$ cat src/rtl/delay_timer.sv
// Programmable delay/interval generator: loadable tick count, clock prescaler,
// one-shot or auto-reload, retrigger/abort; done pulses the cycle after expiry.
module delay_timer #(
    parameter int CNT_W         = 24,
    parameter int PRESCALE      = 1,
    parameter int DEFAULT_DELAY = 200000,
    parameter int RETRIGGER     = 1
) (
    input  logic             clock,
    input  logic             reset_n,
    input  logic             start,
    input  logic             use_default,
    input  logic [CNT_W-1:0] delay_value,
    input  logic             periodic,
    input  logic             abort,
    output logic             busy,
    output logic             done,
    output logic [CNT_W-1:0] remaining
);

    localparam int PW = (PRESCALE > 1) ? $clog2(PRESCALE) : 1;
    localparam logic [PW-1:0] PRESC_MAX = PW'(PRESCALE - 1);

    typedef enum logic {IDLE, RUN} state_t;

    state_t           state_q;
    logic [CNT_W-1:0] remaining_q;
    logic [CNT_W-1:0] len_q;
    logic [PW-1:0]    presc_q;
    logic             mode_q;
    logic             done_q;
    logic             busy_q;

    logic [CNT_W-1:0] load_d;
    logic             tick_d;
    logic             accept_d;

    always_comb begin
        load_d = use_default ? CNT_W'(DEFAULT_DELAY) : delay_value;
        // A zero-length request still waits one tick.
        if (load_d == '0) begin
            load_d = CNT_W'(1);
        end
        tick_d   = (state_q == RUN) && (presc_q == PRESC_MAX);
        accept_d = start && !abort && ((state_q == IDLE) || (RETRIGGER != 0));
    end

    always_ff @(posedge clock) begin
        if (!reset_n) begin
            state_q     <= IDLE;
            remaining_q <= '0;
            len_q       <= '0;
            presc_q     <= '0;
            mode_q      <= 1'b0;
            done_q      <= 1'b0;
            busy_q      <= 1'b0;
        end else begin
            done_q <= 1'b0;
            if ((state_q == RUN) && abort) begin
                state_q     <= IDLE;
                busy_q      <= 1'b0;
                remaining_q <= '0;
                presc_q     <= '0;
            end else begin
                if (tick_d) begin
                    presc_q <= '0;
                    if (remaining_q > CNT_W'(1)) begin
                        remaining_q <= remaining_q - CNT_W'(1);
                    end else begin
                        done_q <= 1'b1;
                        if (!mode_q) begin
                            state_q     <= IDLE;
                            busy_q      <= 1'b0;
                            remaining_q <= '0;
                        end else begin
                            remaining_q <= len_q;
                        end
                    end
                end else if (state_q == RUN) begin
                    presc_q <= presc_q + PW'(1);
                end
                // A retrigger on the expiry edge keeps the done pulse above.
                if (accept_d) begin
                    state_q     <= RUN;
                    busy_q      <= 1'b1;
                    remaining_q <= load_d;
                    presc_q     <= '0;
                    len_q       <= load_d;
                    mode_q      <= periodic;
                end
            end
        end
    end

    assign busy      = busy_q;
    assign done      = done_q;
    assign remaining = remaining_q;

endmodule

$ cat config.mk
export PLATFORM = sky130hd
export DESIGN_NAME = delay_timer
export DESIGN_NICKNAME = d
export VERILOG_FILES = /design/src/rtl/delay_timer.sv
export SDC_FILE = /design/constraint.sdc
export NUM_CORES = 1
export LEC_CHECK = 0
export BUFFER_PORTS_ARGS = -buffer_cell sky130_fd_sc_hd__buf_4
export CAP_MARGIN = 20
export CORE_UTILIZATION = 60
export DETAILED_ROUTE_END_ITERATION = 8
export GPL_TIMING_DRIVEN = 1
export PLACE_DENSITY = 0.85
export SLEW_MARGIN = 10
export SYNTH_ARGS = -nofsm -noshare
export SYNTH_HDL_FRONTEND = slang
export SYNTH_SLANG_ARGS = --single-unit
$ cat constraint.sdc
create_clock -name clock -period 4.99 [get_ports clock]
set_input_delay 0.499 -clock clock [delete_from_list [all_inputs] [get_ports clock]]
set_output_delay 0.499 -clock clock [all_outputs]
set_load 0.005 [all_outputs]
=== Word-level counts from Yosys, hierarchy flattened ===
Index checks and enable logic that the tools add are counted.

* Output and inout port bits: 26
* Word-level logic and storage cells: 37
* Register bits after elaboration: 52
* Input port bits: 30

* Eq/ne operators: 2
* Add/subtract/negate cells: 2
* Order comparisons: 1
* Multiplexer cells: 11
* Bitwise operators: 4
* Reduce and logical (&&, ||, !) cells: 11

{| class="wikitable"
|+ Operators with widths
! kind !! number
|-
| two-way mux 24 bit || 6
|-
| greater-than comparator 24 x 1 -> 1 bit (second input constant) || 1
|-
| zero test 24 bit || 1
|-
| subtractor 24 x 1 -> 24 bit (second input constant) || 1
|-
| two-way mux 1 bit || 5
|-
| NOT 1 bit || 4
|-
| OR reduction 4 bit || 1
|-
| logical AND 1 bit || 3
|-
| AND reduction 3 bit || 1
|-
| OR reduction 3 bit || 1
|-
| inequality test 2 x 1 -> 1 bit (second input constant) || 1
|-
| inequality test 2 bit (second input constant) || 1
|-
| AND reduction 2 bit || 1
|-
| nonzero test 2 bit || 1
|-
| OR reduction 2 bit || 1
|-
| adder 1 bit (second input constant) || 1
|-
| zero test 1 bit || 1
|}

=== Logic depth before layout (Yosys ltp) ===
* Depth in word-level cells: 4
* Depth in mapped cells: 10
* Depth with buffers taken out: 7

=== Least setup slack after synthesis ===
OpenSTA, ideal clock, no wires.

* Path kind: reg-to-reg
* Start point: register remaining_q[12] (netlist: remaining[12])
* End point: register remaining_q[22] (netlist: remaining[22])
* Setup time: 116 ps
* Data required time: 4874 ps
* Setup slack: 2847 ps
* Data arrival time: 2027 ps
* Period minus slack after synthesis: 2143 ps
* Stages on the path, launching flop included: 9
* Cells stage by stage: dfxtp_1 buf_6 or4_4 buf_6 nor3_4 and2_4 buf_6 o21ai_1 a41o_1

* Word-level cells in the longest chain between the ends: 4
* Elaborated cells on any way between the ends: 5

{| class="wikitable"
|+ RTL lines
! item !! RTL line !! text
|-
| start: declaration || 27 || <nowiki>logic [CNT_W-1:0] remaining_q;</nowiki>
|-
| start signal: assignment || 68 || <nowiki>remaining_q <= remaining_q - CNT_W'(1);</nowiki>
|-
| start signal: assignment || 76 || <nowiki>remaining_q <= len_q;</nowiki>
|-
| start signal: assignment || 86 || <nowiki>remaining_q <= load_d;</nowiki>
|-
| subtractor 24 x 1 -> 24 bit / greater-than comparator 24 x 1 -> 1 bit (equally long branches) || 68, 67 ||
|-
| two-way mux 24 bit * || 67 || <nowiki>if (remaining_q > CNT_W'(1)) begin</nowiki>
|-
| two-way mux 24 bit * || 65 || <nowiki>if (tick_d) begin</nowiki>
|-
| two-way mux 24 bit * || 83 || <nowiki>if (accept_d) begin</nowiki>
|}

Mark *: on every way between the ends. The rest lies on a longest branch, timed or not. The select of a mux whose other input is x is not followed.
A chain may end at the register's enable or synchronous reset.

=== Final worst setup path ===
* Start point: register remaining_q[20] (netlist: remaining[20])
* End point: register remaining_q[17] (netlist: remaining[17])

* Word-level cells in the longest chain between the ends: 4

{| class="wikitable"
|+ RTL lines
! item !! RTL line
|-
| greater-than comparator 24 x 1 -> 1 bit || 67
|-
| two-way mux 24 bit || 67
|-
| two-way mux 24 bit || 65
|-
| two-way mux 24 bit || 83
|}

No other way between the ends. The select of a mux whose other input is x is not followed.

==> out/results.tsv <==
metric	value	unit
layoutNonFillerInstCount	474	
slew_headroom	41.3	%
post_cts_resized	0	
drv_slew	0	
cts.clk_slew.worst_paths	100	ps
drc_errors	0	
drtIter0Drc	511	
cts_tree	done	
grt_overflow	0	
ios	56	
ys.flop_type	dfxtp_1	
port_buffers	55	
die_area	5210	sq um
grt_pass1_vias	2971	
ff2ff_setup_slack	2300	ps
status	completed	
rows	25	
slowest_stage	and4bb_1	
clkLatencyLatePin	310	ps
root_buffer	clkbuf_8	
via_per_inst	6.73	
path_class	flip-flop to flip-flop	
hold_start	periodic	
start_util	62.5	%
layout-drive-gt1-share	19.4	%
r2r.worst_path.cells	5	
crit_chain	or4_1 -> and4bb_1 -> and3_1 -> a2111oi_0 -> nor3_1	
postSynth.asyncResetShare	0	%
dp_hpwl	6380	microns
worstSetupEndpointType	flip-flop	
cts_sinks	52	
die_x	72.2	microns
fin_worst_skew	9.91	ps
synth-seq-area-share	35.3	%
ys_ff_latch	52	
hold_end	mode_q	
fmax	371	MHz
core	4720	sq um
r2r_start	remaining[20]	
grt_max_degree	31	
syn_nets	398	
maxCapViolations	0	
cp_max_fo	12	
setup_violations	0	
finalPower	1.19	mW
r2r_end	remaining[17]	
start_kind	flip-flop	
antenna_cells	0	
yosysWarnings	0	
die_h	72.2	microns
period_share	53.9	%
hold_violations	0	
hold_buffers	0	
powerDensity	341	nW/um^2
place_ws	2300	ps
area_growth	18.0	%
via_count	3192	
cp_data_arrival_time	2920	ps
cp_data_required_time	5220	ps
antenna_found_initial	0	
synth-edff-count	0	
syn_avg_cell_area	8.07	sq um
rsz0062_at_grt	false	
min_path_cells	3	
firstDrtPassIters	5	
netlist_area	2950	sq um
wl_per_cell	19.8	microns
drt_wl_total	9380	microns
gp_congestion	0.914	
grt_use_total	37.5	%
ys_types	59	
tightestPinTransition	877	ps
hold_path.class	primary input to flip-flop	
synthCells	366	
tns	0	ps
period_minus_slack	2690	ps
cts_made_buffers	5	
leakagePower	1.34	nW
final_antenna_net_count	0	
clockBufferDepth	2	
slowest_delay	630	ps
finalNetCount	439	
dp.cells	467	
setup_ws	2300	ps
cts_max_level	2	
ir_drop	0.191	mV
post-cts-setup-buffers	0	
grt_pass1_wl	15100	microns
-- how the worst max path moves through the flow --
stage | start | to | slack (ps) | depth (start not counted)
2_1_floorplan | remaining[12] | remaining[22] | 2850 | 8
3_3_place_gp | abort | remaining[22] | 2420 | 7
3_5_place_dp | abort | remaining[22] | 2300 | 7
4_1_cts | remaining[20] | remaining[17] | 2350 | 5
5_1_grt | remaining[20] | remaining[17] | 2200 | 5
6_report | remaining[20] | remaining[17] | 2300 | 5
-- state kept, by name (all words and copies together), names as in the netlist --
| signal | count |
|---|---|
| presc_q | 1 |
| done | 1 |
| remaining | 24 |
| mode_q | 1 |
| busy | 1 |
| len_q | 24 |
-- synthesized netlist by cell type (4+ instances only) --
library cell / instances / area (sq um)
a31oi_1: 17 / 106
nand2_1: 34 / 128
a221oi_1: 6 / 52.6
a211oi_1: 6 / 45.0
or3_1: 4 / 25.0
mux2i_1: 5 / 50.1
a22oi_1: 6 / 45.0
a21boi_0: 8 / 60.1
o22ai_1: 5 / 31.3
and3_1: 8 / 50.1
a21oi_1: 22 / 110
nand4_1: 8 / 50.1
nand3_1: 10 / 50.1
o21ai_0: 17 / 85.1
nor2_1: 27 / 101
inv_1: 6 / 22.5
nor2b_1: 14 / 87.6
xnor2_1: 7 / 61.3
nor3_1: 17 / 85.1
dfxtp_1: 52 / 1040
buf_6: 4 / 45.0
clkbuf_1: 16 / 60.1
nor4_1: 10 / 62.6
-- placed cells by master, fill, tap and decap left out, types with 10 or more instances in the layout --
cell      n
a21oi_1  22
a31oi_1  17
buf_4    59
dfxtp_1  52
nand2_1  34
nand3_1  10
nor2_1   27
nor2b_1  13
nor3_1   17
nor4_1   10
o21ai_0  17
-- through the flow --
stage | hold slack [ps] | area [sq um] | util (%)
after floorplan | 436 | 2950 | -
after global placement | 447 | 3350 | 71.0
after detailed placement | 457 | 3350 | 71.0
after CTS | 435 | 3480 | 73.7
after global routing | 456 | 3480 | 73.7
final | 430 | 3480 | 73.7
-- report_power, final --
| group | internal [mW] | switching [mW] |
|---|---|---|
| Clock | 0.197 | 0.142 |
| Sequential | 0.444 | 0.0474 |
| Combinational | 0.152 | 0.205 |
-- logic make-up (layout without fill, tap and decap cells) --
logic type / after synthesis / count (layout) / share of synthesized area [%]
adders and majority gates: 2 / 2 / 0.847
xor gates and xnor gates: 7 / 7 / 2.08
muxes: 6 / 6 / 2.08
and+or+nand+nor: 153 / 153 / 28.1
AOI/OAI and AO/OA: 115 / 115 / 26.5
buffers and inverters: 31 / 72 / 5.08
DFF: 52 / 52 / 35.3
-- metal layers --
layer	GRT usage, %	vias to the layer above	part of all wire (%)
li1	-	1467	-
met1	51.3	1448	41
met2	57.6	244	45
met3	8.33	33	11
met4	14.4	0	2.8
met5	0	-	0
-- cell type report --
class                           count  area [sq um]
Fill cell                         376          1240
Timing Repair Buffer               59           443
Sequential cell                    52          1040
Clock inverter                      2          60.1
Inverter                            6          22.5
Clock buffer                        5          68.8
Multi-Input combinational cell    283          1760
Tap cell                           67          83.8
-- critical path, delay by kind of cell (launching register included) --
| family | cells | cell delay [ps] |
|---|---|---|
| AND/OR/NAND/NOR | 4 | 2040 |
| AO/OA/AOI/OAI | 1 | 200 |
| flip-flops | 1 | 380 |
No activity file was read; power rests on OpenSTA's default activity.
